==> src/rtl/ctrl_pkg.sv <==
// Shared types and encodings for the multicycle CPU control unit:
// FSM states, opcode map, ALU operation codes and PC-source selects.
package ctrl_pkg;

  typedef enum logic [2:0] {
    FETCH,
    DECODE,
    STALL,
    EXEC,
    MEM,
    WB,
    HALT
  } state_t;

  localparam logic [5:0] OP_RTYPE = 6'h00;
  localparam logic [5:0] OP_ADDI  = 6'h08;
  localparam logic [5:0] OP_LW    = 6'h23;
  localparam logic [5:0] OP_SW    = 6'h2B;
  localparam logic [5:0] OP_BEQ   = 6'h04;
  localparam logic [5:0] OP_J     = 6'h02;
  localparam logic [5:0] OP_NOP   = 6'h3F;

  localparam logic [5:0] ALU_ADD = 6'h20;
  localparam logic [5:0] ALU_SUB = 6'h22;

  localparam logic [1:0] PC_SRC_INC  = 2'd0;
  localparam logic [1:0] PC_SRC_IMM  = 2'd1;
  localparam logic [1:0] PC_SRC_ADDR = 2'd2;

  // rt only matters for instructions that read it as a source operand
  function automatic logic hazard_hit(input logic [5:0] op,
                                      input logic       rs_busy,
                                      input logic       rt_busy);
    case (op)
      OP_RTYPE, OP_BEQ, OP_SW: hazard_hit = rs_busy | rt_busy;
      OP_ADDI, OP_LW:          hazard_hit = rs_busy;
      default:                 hazard_hit = 1'b0;
    endcase
  endfunction

endpackage

==> src/rtl/ctrl_decode.sv <==
// Combinational opcode map: instruction-type flags, ALU operation select
// and the legal-opcode bit.
module ctrl_decode
  import ctrl_pkg::*;
#(
  parameter int ALU_OP_WIDTH = 6
) (
  input  logic [5:0]              i_opcode,
  input  logic [5:0]              i_funct,
  output logic                    o_is_r,
  output logic                    o_is_i,
  output logic                    o_is_j,
  output logic                    o_legal,
  output logic [ALU_OP_WIDTH-1:0] o_alu_op
);

  always_comb begin
    o_is_r   = 1'b0;
    o_is_i   = 1'b0;
    o_is_j   = 1'b0;
    o_legal  = 1'b1;
    o_alu_op = '0;
    unique case (i_opcode)
      OP_RTYPE: begin
        o_is_r   = 1'b1;
        o_alu_op = ALU_OP_WIDTH'(i_funct);
      end
      OP_ADDI, OP_LW, OP_SW: begin
        o_is_i   = 1'b1;
        o_alu_op = ALU_OP_WIDTH'(ALU_ADD);
      end
      OP_BEQ: begin
        o_is_i   = 1'b1;
        o_alu_op = ALU_OP_WIDTH'(ALU_SUB);
      end
      OP_J:    o_is_j = 1'b1;
      OP_NOP:  ;
      default: o_legal = 1'b0;
    endcase
  end

endmodule

==> src/rtl/control_fsm_cpu.sv <==
// Multicycle CPU control FSM: FETCH/DECODE/EXEC/MEM/WB with hazard stall and HALT.
// Optional performance counters are compiled in with `define CTRL_PERF_CNT_EN.
module control_fsm_cpu
  import ctrl_pkg::*;
#(
  parameter int STALL_LIMIT  = 15,
  parameter int ALU_OP_WIDTH = 6
) (
  input  logic                    clk,
  input  logic                    rst,
  input  logic [5:0]              opcode,
  input  logic [5:0]              funct,
  input  logic                    is_alu_zero,
  input  logic                    is_full_rnum1,
  input  logic                    is_full_rnum2,
  output logic                    is_load_PC,
  output logic                    is_write_reg,
  output logic                    is_write_mem,
  output logic [ALU_OP_WIDTH-1:0] opcode_alu,
  output logic                    is_R_type,
  output logic                    is_I_type,
  output logic                    is_J_type,
  output logic                    is_write_from_mem,
  output logic [1:0]              control_mux_for_PC,
  output logic                    is_nop,
  output logic                    halted
`ifdef CTRL_PERF_CNT_EN
  ,
  output logic [31:0]             retired_cnt,
  output logic [31:0]             stall_cnt
`endif
);

  localparam int CNT_W = $clog2(STALL_LIMIT + 1);
  localparam logic [CNT_W-1:0] STALL_LAST = CNT_W'(STALL_LIMIT - 1);

  state_t                  r_state;
  state_t                  w_state_nxt;
  logic [CNT_W-1:0]        r_stall_cnt;
  logic [5:0]              r_opcode;
  logic [5:0]              r_funct;
  logic                    r_is_r;
  logic                    r_is_i;
  logic                    r_is_j;

  logic [5:0]              w_dec_opcode;
  logic [5:0]              w_dec_funct;
  logic                    w_is_r;
  logic                    w_is_i;
  logic                    w_is_j;
  logic                    w_legal;
  logic [ALU_OP_WIDTH-1:0] w_alu_op;

  logic                    w_load_pc;
  logic [1:0]              w_pc_src;
  logic                    w_wr_reg;
  logic                    w_wr_mem;
  logic                    w_from_mem;
  logic [ALU_OP_WIDTH-1:0] w_alu;
  logic                    w_nop;

  // The live instruction is decoded while in DECODE; the latched copy afterwards
  assign w_dec_opcode = (r_state == DECODE) ? opcode : r_opcode;
  assign w_dec_funct  = (r_state == DECODE) ? funct  : r_funct;

  ctrl_decode #(
    .ALU_OP_WIDTH(ALU_OP_WIDTH)
  ) u_decode (
    .i_opcode (w_dec_opcode),
    .i_funct  (w_dec_funct),
    .o_is_r   (w_is_r),
    .o_is_i   (w_is_i),
    .o_is_j   (w_is_j),
    .o_legal  (w_legal),
    .o_alu_op (w_alu_op)
  );

  always_ff @(posedge clk or negedge rst) begin
    if (!rst) begin
      r_state     <= FETCH;
      r_stall_cnt <= '0;
      r_is_r      <= 1'b0;
      r_is_i      <= 1'b0;
      r_is_j      <= 1'b0;
    end else begin
      r_state <= w_state_nxt;
      if (r_state == STALL && w_state_nxt == STALL)
        r_stall_cnt <= r_stall_cnt + 1'b1;
      else
        r_stall_cnt <= '0;
      if (r_state == DECODE) begin
        r_is_r <= w_is_r;
        r_is_i <= w_is_i;
        r_is_j <= w_is_j;
      end
    end
  end

  always_ff @(posedge clk) begin
    if (r_state == DECODE) begin
      r_opcode <= opcode;
      r_funct  <= funct;
    end
  end

  always_comb begin
    w_state_nxt = r_state;
    w_load_pc   = 1'b0;
    w_pc_src    = PC_SRC_INC;
    w_wr_reg    = 1'b0;
    w_wr_mem    = 1'b0;
    w_from_mem  = 1'b0;
    w_alu       = '0;
    w_nop       = 1'b0;
    unique case (r_state)
      FETCH: w_state_nxt = DECODE;
      DECODE: begin
        if (!w_legal) begin
          w_state_nxt = HALT;
        end else if (opcode == OP_NOP) begin
          w_load_pc   = 1'b1;
          w_pc_src    = PC_SRC_INC;
          w_state_nxt = FETCH;
        end else if (opcode == OP_J) begin
          w_load_pc   = 1'b1;
          w_pc_src    = PC_SRC_ADDR;
          w_state_nxt = FETCH;
        end else if (hazard_hit(opcode, is_full_rnum1, is_full_rnum2)) begin
          w_state_nxt = STALL;
        end else begin
          w_state_nxt = EXEC;
        end
      end
      STALL: begin
        w_nop = 1'b1;
        // A cleared hazard wins over the limit on the same cycle
        if (!hazard_hit(r_opcode, is_full_rnum1, is_full_rnum2))
          w_state_nxt = EXEC;
        else if (r_stall_cnt >= STALL_LAST)
          w_state_nxt = HALT;
      end
      EXEC: begin
        w_alu = w_alu_op;
        if (r_opcode == OP_BEQ) begin
          w_load_pc   = 1'b1;
          w_pc_src    = is_alu_zero ? PC_SRC_IMM : PC_SRC_INC;
          w_state_nxt = FETCH;
        end else if (r_opcode == OP_LW || r_opcode == OP_SW) begin
          w_state_nxt = MEM;
        end else begin
          w_state_nxt = WB;
        end
      end
      MEM: begin
        w_alu = w_alu_op;
        if (r_opcode == OP_SW) begin
          w_wr_mem    = 1'b1;
          w_load_pc   = 1'b1;
          w_state_nxt = FETCH;
        end else begin
          w_state_nxt = WB;
        end
      end
      WB: begin
        w_alu       = w_alu_op;
        w_wr_reg    = 1'b1;
        w_load_pc   = 1'b1;
        w_from_mem  = (r_opcode == OP_LW);
        w_state_nxt = FETCH;
      end
      HALT: w_state_nxt = HALT;
      default: w_state_nxt = FETCH;
    endcase
  end

  assign is_load_PC         = w_load_pc;
  assign is_write_reg       = w_wr_reg;
  assign is_write_mem       = w_wr_mem;
  assign opcode_alu         = w_alu;
  assign is_R_type          = r_is_r;
  assign is_I_type          = r_is_i;
  assign is_J_type          = r_is_j;
  assign is_write_from_mem  = w_from_mem;
  assign control_mux_for_PC = w_pc_src;
  assign is_nop             = w_nop;
  assign halted             = (r_state == HALT);

`ifdef CTRL_PERF_CNT_EN
  logic [31:0] r_retired_cnt;
  logic [31:0] r_stall_cnt_perf;

  always_ff @(posedge clk or negedge rst) begin
    if (!rst) begin
      r_retired_cnt    <= '0;
      r_stall_cnt_perf <= '0;
    end else begin
      if (w_load_pc)
        r_retired_cnt <= r_retired_cnt + 32'd1;
      if (r_state == STALL)
        r_stall_cnt_perf <= r_stall_cnt_perf + 32'd1;
    end
  end

  assign retired_cnt = r_retired_cnt;
  assign stall_cnt   = r_stall_cnt_perf;
`endif

endmodule

==> config.mk <==
export PLATFORM = sky130hd
export DESIGN_NAME = control_fsm_cpu
export DESIGN_NICKNAME = d
export VERILOG_FILES = /design/src/rtl/ctrl_pkg.sv /design/src/rtl/ctrl_decode.sv /design/src/rtl/control_fsm_cpu.sv
export SDC_FILE = /design/constraint.sdc
export NUM_CORES = 1
export LEC_CHECK = 0
export ABC_AREA = 1
export BUFFER_PORTS_ARGS = -buffer_cell sky130_fd_sc_hd__buf_2
export CELL_PAD_IN_SITES_DETAIL_PLACEMENT = 1
export CELL_PAD_IN_SITES_GLOBAL_PLACEMENT = 1
export CORE_MARGIN = 2
export CORE_UTILIZATION = 35
export CTS_CLUSTER_SIZE = 24
export DETAILED_ROUTE_END_ITERATION = 8
export PLACE_DENSITY_LB_ADDON = 0.1
export SLEW_MARGIN = 25
export SYNTH_ARGS = -nofsm -noshare
export SYNTH_HDL_FRONTEND = slang
export SYNTH_SLANG_ARGS = --single-unit
==> constraint.sdc <==
create_clock -name clk -period 2.55 [get_ports clk]
set_input_delay 0.51 -clock clk [delete_from_list [all_inputs] [get_ports clk]]
set_output_delay 0.51 -clock clk [all_outputs]
set_load 0.02 [all_outputs]
==> out/qor.csv <==
stage,metric,value,unit
power_and_ir_drop,part of the power in registers,0.242,
synth,asr flop ratio synth,0.455,
clock_tree,clk buf depth,2,
critical_path,arrival time at the worst endpoint,2.04,ns
clock_tree,CTS tree,done,
critical_path,CP Max Fanout,5,
place,I/O Buffers,33,
finish,most frequent cells in the layout,"62 x nand2_1, 27 x buf_2, 19 x nor2_1, 18 x buf_4, 17 x inv_1",
route,antenna-violating nets left,0,
floorplan,Die Height,67.2,µm
synth,post-synthesis net count,227,
route,drt via density,5.08,
power_and_ir_drop,sw frac,0.523,
sta,final count of hold timing violations,0,
route,Routed Wire Length,4380,µm
floorplan,IO Count,34,
place,hpwl dp,3000,µm
route,Initial DRC Count,56,
power_and_ir_drop,PnR Total Power,2.48,mW
worst_hold_path,Min-Delay Path Class,in2async,
finish,final core utilization,0.519,
power_and_ir_drop,Int Pwr,1.19,mW
power_and_ir_drop,Leak,0.989,nW
place,Final GP Congestion,0.771,
synth,synthesized area,1400,µm²
sta,Final Slew Violations,0,
sta,WHS,0.0873,ns
sta,setup_tns,0,ns
critical_path,type of origin of the critical path,register,
floorplan,Initial Util,0.374,
clock_tree,Clock Sinks,22,
clock_tree,post-cts hold buffer count,0,
finish,nets,279,
clock_tree,clk_lat worst skew,0.27,ns
clock_tree,Num CTS Buffers,3,
sta,Period minus WS final,2.55,ns
global_route,gr ovfl total,0,
global_route,Total GRT Usage,0.207,
sta,Max-slew headroom,0.766,
route,DRT Pass-1 Iters,4,
synth,Mean Syn Cell Area,6.73,µm²
global_route,first-pass GRT wire length,7060,µm
finish,ANT cells,0,
power_and_ir_drop,Clock power frac,0.089,
sta,Tcrit/Tclk final,0.999,
clock_tree,H-tree Lvls,1,
floorplan,Core ar.,3740,µm²
critical_path,CP Data Required Time,2.04,ns
synth,most common flop cell mapped by yosys,dfxtp_1,
power_and_ir_drop,Combinational Power Share,0.669,
critical_path,crit path capture type,output pin,
synth,Netlist cell types,31,
finish,post-route cell area,1940,µm²
flow_run,Max-Cap Viols,0,
outcome,status,completed,
sta,RSZ-0062 raised after global routing,yes,
finish,layout cells sized above 1,0.386,
floorplan,die width,67.2,µm
floorplan,Die ar.,4520,µm²
route,drt wl/cell,14.3,µm
route,total number of vias,1561,
clock_tree,clk root buf,clkbuf_8,
floorplan,FP Rows,22,
synth,Syn Inst Count,208,
global_route,number of global-route vias before repair,1502,
route,Remaining DRCs,0,
sta,Achievable Freq,393,MHz
clock_tree,"Reg clk slew, reported paths",0.08,ns
global_route,largest net degree at the start of global routing,13,
sta,clock skew,0.00741,ns
synth,YS warnings,0,
finish,"most common cell after layout, fill and taps aside",nand2_1,
power_and_ir_drop,Switch Pwr,1.30,mW
sta,final setup vio count,0,
place,Placed Area,1640,µm²
power_and_ir_drop,Peak VDD IR,521,µV
synth,number of synthesized flops with an enable pin,0,
finish,Layout area overhead,38.8,%
critical_path,critical path type,reg2out,
synth,sequential fraction of the synthesis area,0.351,
sta,actual slew at the worst max-slew pin,0.349,ns
synth,#FFs+latches synth,22,
global_route,initial antenna violation count,0,
power_and_ir_drop,pwr/cell area,1280,nW/µm²
synthesized netlist by cell type (all sizes together), types with 2 or more instances:
cell | count | area share
a21oi | 6 | 0.021
buf | 2 | 0.012
dfrtp | 10 | 0.18
dfxtp | 12 | 0.17
ha | 2 | 0.018
inv | 24 | 0.064
nand2 | 74 | 0.20
nand3 | 18 | 0.079
nand4 | 3 | 0.013
nor2 | 23 | 0.067
nor3 | 6 | 0.036
nor4 | 2 | 0.020
o21ai | 13 | 0.047
o22ai | 2 | 0.0089
or2 | 3 | 0.013
power groups by stage:
stage          Combinational [mW]  Clock (mW)  Sequential [mW]
6_report                     1.66       0.220            0.601
5_1_grt                      1.84       0.244            0.617
4_1_cts                      1.38       0.230            0.591
3_5_place_dp                 1.23           0            0.587
3_3_place_gp                 1.22           0            0.583
2_1_floorplan               0.865           0            0.606
through the flow:
stage / cells / setup WS [ns]
5_1_grt: 307 / -0.133
3_5_place_dp: 291 / 0.104
4_1_cts: 301 / 0.000411
6_report: 307 / 0.00234
2_1_floorplan: 208 / 0.268
3_3_place_gp: 291 / 0.150
kinds of logic after synthesis:
| group | share of synthesized area |
|---|---|
| flops | 0.351 |
| fa+ha+maj | 0.0179 |
| xor+xnor | 0.0125 |
| simple gates | 0.437 |
| buf+inv | 0.0787 |
| compound gates | 0.103 |
path summary, 6_finish.rpt:
| path | from | endpoint | slack (ns) | cells past startpoint |
|---|---|---|---|---|
| setup reg to reg | r_state[1] | r_stall_cnt[2] | 0.64 | 12 |
| hold reg to reg | r_funct[1] | r_funct[1] | 0.47 | 2 |
| min in group clk | r_funct[1] | r_funct[1] | 0.47 | 2 |
| max in group asynchronous | rst | r_state[0] | 2.25 | 1 |
| hold / removal | rst | r_state[1] | 0.09 | 1 |
| setup / recovery | r_state[1] | is_load_PC | 0.002 | 11 |
flip-flops by register name (all words and copies together) (netlist names):
register / cells
r_funct: 6
r_opcode: 6
r_stall_cnt: 4
r_state: 3
is_I_type: 1
is_J_type: 1
is_R_type: 1
layer usage:
layer,vias up,GRT usage,wire (µm)
met2,27,0.332,2100
met5,-,0,0
li1,781,-,-
met1,749,0.286,2080
met4,0,0.0612,48
met3,4,0.0367,150
final cells by class:
type | instances | area (µm²)
clock buffers | 3 | 41.3
clock inverters | 1 | 3.75
fillers | 508 | 1800
inverters | 24 | 92.6
multi-input cells | 161 | 948
flip-flops and latches | 22 | 492
well taps | 48 | 60.1
repair buffers | 48 | 304
worst max-delay path: stages, from the launching register on:
cell and delay (ns):
dfrtp_1 0.40, buf_6 0.15, nor2_4 0.21, nand3_2 0.14
nand2_4 0.15, nand2_4 0.06, inv_2 0.05, nand3_2 0.07
nand2_2 0.11, o21ai_2 0.08, o211ai_1 0.18, buf_4 0.17
timing repair:
action / CTS / global route
cloned: 2 / 0
pin swaps: 6 / 21
resized for setup: 11 / 36
buffers inserted: 4 / 6
endpoints found under the setup margin: 7 / 7
No activity file was read; power rests on OpenSTA's default activity.
